[src/rtl/seq_detect_pkg.sv]
// Shared types and helpers for the parametrised Moore pattern detector.
package seq_detect_pkg;

   typedef enum logic [1:0] {
      IDLE   = 2'd0,
      FILL   = 2'd1,
      SEARCH = 2'd2,
      MATCH  = 2'd3
   } st_e;

   localparam int SAT_W = 32;

   // Saturating increment on a wide container; callers pass their own ceiling.
   function automatic logic [SAT_W-1:0] sat_inc(input logic [SAT_W-1:0] value,
                                                input logic [SAT_W-1:0] max);
      logic [SAT_W-1:0] res;
      if (value >= max) begin
         res = max;
      end else begin
         res = value + 32'd1;
      end
      return res;
   endfunction

endpackage

[src/rtl/sat_counter.sv]
// Saturating up-counter with synchronous clear; clear wins over increment.
module sat_counter
   import seq_detect_pkg::*;
#(
   parameter int W = 8
) (
   input  logic         clk,
   input  logic         rst,
   input  logic         inc,
   input  logic         clr,
   output logic [W-1:0] count
);

   localparam logic [SAT_W-1:0] MAX_C = (32'd1 << W) - 32'd1;

   logic [W-1:0]       count_q;
   logic [W-1:0]       count_d;
   logic [SAT_W-1:0]   inc_wide_s;
   logic [SAT_W-W-1:0] unused_hi_s;

   assign inc_wide_s  = sat_inc(SAT_W'(count_q), MAX_C);
   assign unused_hi_s = inc_wide_s[SAT_W-1:W];

   // Next count: clear, saturating increment or hold.
   always_comb begin
      count_d = count_q;
      if (clr) begin
         count_d = '0;
      end else if (inc) begin
         count_d = inc_wide_s[W-1:0];
      end else begin
         count_d = count_q;
      end
   end

   // Count register.
   always_ff @(posedge clk or negedge rst) begin
      if (!rst) begin
         count_q <= '0;
      end else begin
         count_q <= count_d;
      end
   end

   assign count = count_q;

endmodule

[src/rtl/seq_detect_moore.sv]
// Moore serial pattern detector with run-time pattern, overlap mode and a
// saturating match counter; out is a pure decode of the state register.
module seq_detect_moore
   import seq_detect_pkg::*;
#(
   parameter int               PAT_W   = 3,
   parameter logic [PAT_W-1:0] PAT_RST = 3'b101,
   parameter int               CNT_W   = 8
) (
   input  logic             clk,
   input  logic             rst,
   input  logic             en,
   input  logic             in,
   input  logic             load,
   input  logic [PAT_W-1:0] pattern,
   input  logic             overlap,
   output logic             out,
   output logic [CNT_W-1:0] match_count,
   output logic             filled
);

   localparam int               FILL_W = $clog2(PAT_W + 1);
   localparam logic [FILL_W-1:0] FULL_C = FILL_W'(PAT_W);

   logic [PAT_W-1:0]  pat_q,  pat_d;
   logic [PAT_W-1:0]  hist_q, hist_d;
   logic [FILL_W-1:0] fill_q, fill_d;
   st_e               state_q, state_d;
   logic [PAT_W-1:0]  hist_n_s;
   logic [FILL_W-1:0] fill_n_s;
   logic              cnt_inc_s;
   logic              cnt_clr_s;

   // Next-state, history, fill level and counter controls.
   always_comb begin
      pat_d     = pat_q;
      hist_d    = hist_q;
      fill_d    = fill_q;
      state_d   = state_q;
      cnt_inc_s = 1'b0;
      cnt_clr_s = 1'b0;
      hist_n_s  = {hist_q[PAT_W-2:0], in};
      fill_n_s  = (fill_q == FULL_C) ? FULL_C : fill_q + FILL_W'(1);

      if (load) begin
         pat_d     = pattern;
         hist_d    = '0;
         fill_d    = '0;
         state_d   = IDLE;
         cnt_clr_s = 1'b1;
      end else if (en) begin
         hist_d = hist_n_s;
         if ((fill_n_s == FULL_C) && (hist_n_s == pat_q)) begin
            state_d   = MATCH;
            cnt_inc_s = 1'b1;
            // Non-overlapping mode forces a full refill before the next match.
            fill_d    = overlap ? fill_n_s : '0;
         end else begin
            fill_d  = fill_n_s;
            state_d = (fill_n_s == FULL_C) ? SEARCH : FILL;
         end
      end else begin
         case (state_q)
            MATCH: begin
               if (fill_q == FULL_C) begin
                  state_d = SEARCH;
               end else if (fill_q == '0) begin
                  state_d = IDLE;
               end else begin
                  state_d = FILL;
               end
            end
            default: state_d = state_q;
         endcase
      end
   end

   // Pattern, history, fill and state registers.
   always_ff @(posedge clk or negedge rst) begin
      if (!rst) begin
         pat_q   <= PAT_RST;
         hist_q  <= '0;
         fill_q  <= '0;
         state_q <= IDLE;
      end else begin
         pat_q   <= pat_d;
         hist_q  <= hist_d;
         fill_q  <= fill_d;
         state_q <= state_d;
      end
   end

   sat_counter #(
      .W(CNT_W)
   ) u_cnt (
      .clk  (clk),
      .rst  (rst),
      .inc  (cnt_inc_s),
      .clr  (cnt_clr_s),
      .count(match_count)
   );

   assign out    = (state_q == MATCH);
   assign filled = (fill_q == FULL_C);

endmodule

[config.mk]
export PLATFORM = sky130hd
export DESIGN_NAME = seq_detect_moore
export DESIGN_NICKNAME = d
export VERILOG_FILES = /design/src/rtl/seq_detect_pkg.sv /design/src/rtl/sat_counter.sv /design/src/rtl/seq_detect_moore.sv
export SDC_FILE = /design/constraint.sdc
export NUM_CORES = 1
export LEC_CHECK = 0
export CAP_MARGIN = 15
export CORE_ASPECT_RATIO = 0.9
export CORE_MARGIN = 3
export CORE_UTILIZATION = 40
export DETAILED_ROUTE_END_ITERATION = 6
export HOLD_SLACK_MARGIN = 0.1
export PLACE_DENSITY = 0.67
export SLEW_MARGIN = 20
export SYNTH_ARGS = -nofsm -noshare
export SYNTH_HDL_FRONTEND = slang
export SYNTH_SLANG_ARGS = --single-unit
[constraint.sdc]
create_clock -name clk -period 1.9 [get_ports clk]
set_clock_uncertainty 0.2 [all_clocks]
set_input_delay 0.38 -clock clk [delete_from_list [all_inputs] [get_ports clk]]
set_output_delay 0.38 -clock clk [all_outputs]
set_load 0.005 [all_outputs]
**Yosys cells after proc, flatten, opt, wreduce, memory -nomap -nowiden**

Index checks and enable logic that the tools add are counted.

- Bits in registers: 17
- Bits of input ports: 9
- Output and inout port bits: 10
- Word-level logic and storage cells: 38

- $add $sub $neg: 2
- Magnitude comparators: 1
- Equality and inequality tests: 4
- Multiplexer cells: 21
- Reduce and logical (&&, ||, !) cells: 5

Operator list:

| kind | number |
|---|---|
| $mux 2 | 13 |
| $mux 8 | 3 |
| $add 8x1->8 const B | 1 |
| $ge 8x8->1 const B | 1 |
| $eq 2x2->1 const B | 3 |
| $mux 1 | 5 |
| $reduce_bool 2->1 | 2 |
| $eq 3x3->1 | 1 |
| $reduce_bool 3->1 | 1 |
| $add 2x1->2 const B | 1 |
| $logic_not 2->1 | 1 |
| $logic_and 1x1->1 | 1 |

**Depth between registers and ports, before layout**

- Depth in word-level cells: 9
- Depth in mapped cells: 7
- Gate-level depth less buffers: 6

**Hierarchy**

Synthesis repeated with hierarchy kept, for this count alone.

- Cell total of the unflattened synthesis: 90
- Area, all modules: 980.9 µm²

Modules (own cells, without submodules):

| module | times used | cells each | area each (µm²) | sequential area each (µm²) |
|---|---|---|---|---|
| seq_detect_moore | 1 | 50 | 524.3 | 227.7 |
| sat_counter | 1 | 40 | 456.7 | 200.2 |

**Least setup slack after synthesis**

Ideal clock, no wire load.

- Path kind: register to register
- From: register fill_q[0]
- To: register u_cnt.count_q[6], in the netlist u_cnt.count[6]
- Setup time: 0.099 ns
- Data arrival time: 1.526 ns
- Required time: 1.601 ns
- Setup slack: 0.075 ns
- Cell stages (with the launch flop): 8
- Buffers on the path: 1
- Clock period less this slack: 1.825 ns
- Cells stage by stage: dfrtp_1 inv_1 ha_1 nor3b_4 and4_1 buf_6 a41oi_2 a311oi_1

- Word-level cells in the longest chain between the ends: 8
- Elaborated cells on any way between the ends: 9
- Those cells by class: add/sub: 1; eq/ne: 2; mux: 4; reduce/logical: 2

RTL lines:

| element | RTL line | RTL |
|---|---|---|
| from (decl) | seq_detect_moore.sv:27 | `logic [FILL_W-1:0] fill_q, fill_d;` |
| from (signal assigned) | seq_detect_moore.sv:88 | `fill_q <= fill_d;` |
| $add 2x1->2 or $eq 2x2->1 (tied branches) | seq_detect_moore.sv:43 | `fill_n_s = (fill_q == FULL_C) ? FULL_C : fill_q + FILL_W'(1);` |
| $mux 2 * | seq_detect_moore.sv:43 |  |
| $eq 2x2->1 * | seq_detect_moore.sv:53 | `if ((fill_n_s == FULL_C) && (hist_n_s == pat_q)) begin` |
| $logic_and 1x1->1 * | seq_detect_moore.sv:53 |  |
| $mux 1 * | seq_detect_moore.sv:53 |  |
| $mux 1 * | seq_detect_moore.sv:51 | `end else if (en) begin` |
| $mux 1 * | seq_detect_moore.sv:45 | `if (load) begin` |
| $reduce_bool 2->1 (no source line) * | n/a |  |
| to (signal assigned) | sat_counter.sv:41 | `count_q <= count_d;` |
| to (decl) | sat_counter.sv:16 | `logic [W-1:0] count_q;` |

Mark *: on every way between the ends. The rest lies on a longest branch, timed or not.
A chain may end at the register's enable or synchronous reset.

**Worst setup path after layout**

- From: register fill_q[0]
- To: register u_cnt.count_q[3], in the netlist u_cnt.count[3]

Same word-level chain as after synthesis.

==> run metrics <==
status finished clean; Tot GR Track Use between 10% and 20%; TritonRoute pass-1 iters 4; DR vias 823; Crit Path Class register to register; Die W ~57 um; max_slew headroom approximately three quarters; area of the multi-input gates about 540 um^2; Yosys warning count 0; Area Overhead vs Synth 44.8%; largest net degree at the start of global routing 18; register area ~440 um^2; vias per std cell 5.34; row count 16; P per Cell Area 540 nW/um^2; Initial Util between 40% and 50%; Psw approximately 190 uW; final critical path time including I/O delays and setup around 1.9 ns; WP data required 1.91 ns; port bufs 18; Post-Syn Area per Cell ~10 um^2; First DRT Iteration DRCs 13; P_leak around 0.00055 uW; clock root buffer clkbuf_4; Distinct cells, synth 32; initial antenna violation count 0; fin. max-slew vios 0; clk buf depth 2; drt wl/cell around 13 um; Hold Crit Class input port to asynchronous set/reset pin; #FFs+latches synth 17; Flop pwr share 53.3%; Slew @ Worst Pin slightly below 0.4 ns; endpoints failing setup 0; grt ovf 0; CTS Hold Bufs 0; vias in the first global route 750; Placer Congestion 0.841; logic gate share of total power around a fifth; unrepaired setup endpoints after global routing yes; clock buffer count from CTS 3; Seq/Total Area, Yosys approximately 45%; H-tree depth reported by CTS 1; Startpoint Class register; antenna viol nets, final 0; io pins 19; Filler cells between 150 and 200; global-route wire length before repair roughly 3300 um; final net count 141; Int Pwr ~550 uW; commonest non-fill, non-tap cells in the layout clkdlybuf4s50_1, buf_4, nor2_1; Crit Path Max Fanout 5; DRC 0; CTS tree yes; post-synth top area cell dfrtp_1; main area contributors after synthesis dfrtp_1, dfstp_2, ha_1; Switching Fraction ~25%; fmax around 530 MHz; Worst-path clk slew roughly 0.10 ns; Hold Slack slightly below 0.2 ns; Worst Setup End Kind register; final wirelength 2060 um; synthesized area approximately 950 um^2; Post-Syn Nets roughly 100; share of layout cells above drive strength 1 between 30% and 40%; crit path DAT between 1.5 and 2 ns; post-route core utilization between 60% and 70%; ANT cells 0; Cells after Synth 91; worst IR drop on VDD between 400 and 500 uV; worst skew pair latency 0.29 ns; Detailed Place HPWL between 1000 and 1500 um; Die ar. between 2000 and 3000 um^2; clock share of power between 20% and 30%; Sink Count 17; area share of the largest cell type after synthesis between 30% and 40%; Die Ht between 50 and 60 um; Hold Vio Cnt, Final 0; Final Cycle Share a little over nine tenths; MaxCap Viol Count 0; Core ar. between 2000 and 2500 um^2
## timing repair
action                     in CTS  in global routing
gates resized for setup         8                 18
setup buffers                   0                  6
pin swaps                       1                  6
setup endpoints to repair      11                 15
## worst paths after layout
path	depth (start not counted)	slack, ns	startpoint	endpoint
worst max-delay path	7	0.03	fill_q[0]	u_cnt.count[3]
worst min-delay path	2	0.20	rst	u_cnt.count[7]
worst max register to register	7	0.03	fill_q[0]	u_cnt.count[3]
worst min register to register	1	0.31	pat_q[1]	pat_q[1]
max in group asynchronous	2	1.04	rst	pat_q[0]
min in group clk	1	0.31	pat_q[1]	pat_q[1]
## power groups by stage
stage	Combinational (uW)	Clock (uW)	Sequential [uW]
after floorplan	68.0	0	399
after global placement	128	0	401
after detailed placement	130	0	402
after CTS	133	204	395
after global routing	174	218	399
final	157	189	395
## cell type report
class / instances / area share [%]
inverter: 5 / 1.36
clock buffer: 4 / 1.91
multi-input combinational: 65 / 38.9
timing repair buffer: 36 / 23.7
tap: 27 / 2.46
sequential: 17 / 31.7
## worst max-delay path, stage by stage (launching register included)
cell and delay (ns):
dfrtp_2 0.42, inv_2 0.06, ha_4 0.17, nor3b_4 0.21, and4_4 0.30, buf_6 0.12, a41oi_2 0.11, nor3_2 0.19
## per-stage QoR
step / instance area (um^2) / std cells / power, uW / worst slack [ns] / setup TNS (ns)
2_1_floorplan: 950 / 91 / 467 / 0.0747 / 0
3_3_place_gp: 1220 / 144 / 529 / -0.230 / -1.72
3_5_place_dp: 1220 / 144 / 532 / -0.277 / -2.00
4_1_cts: 1260 / 148 / 732 / -0.00997 / -0.00997
5_1_grt: 1380 / 154 / 790 / -0.0831 / -0.287
6_report: 1380 / 154 / 742 / 0.0251 / 0
## cell usage after synthesis (all sizes together)
cell type,n
a211oi,4
a21oi,4
a311oi,2
a31o,1
a31oi,2
a32o,1
a41oi,2
and2,1
and3,1
and4,2
buf,2
clkbuf,2
dfrtp,15
dfstp,2
ha,4
inv,5
mux2,3
mux2i,2
nand2,1
nand2b,2
nand3,4
nand4,3
nor2,12
nor3,6
nor3b,1
nor4,2
o21a,1
or4,1
xnor2,3
## cells by family after synthesis
logic type                 synth area share, %
xor gates and xnor gates                  3.56
and+or+nand+nor                           20.9
adders and majority gates                 5.27
muxes                                     5.67
DFF                                       45.1
buffers and inverters                     5.14
AOI/OAI and AO/OA                         14.4
## state kept, by name, indices dropped and copies added (netlist names)
| name | cells |
|---|---|
| state_q | 2 |
| u_cnt.count | 8 |
| pat_q | 3 |
| fill_q | 2 |
| hist_q | 2 |
## routing by layer
| metal | track usage [%] | up-vias | share of wire [%] |
|---|---|---|---|
| met5 | 0 | - | 0 |
| met4 | 3.47 | 0 | 0.82 |
| met3 | 3.69 | 2 | 2.4 |
| met2 | 22.9 | 9 | 49 |
| met1 | 19.3 | 399 | 47 |
| li1 | - | 413 | - |
No activity file was read; power rests on OpenSTA's default activity.
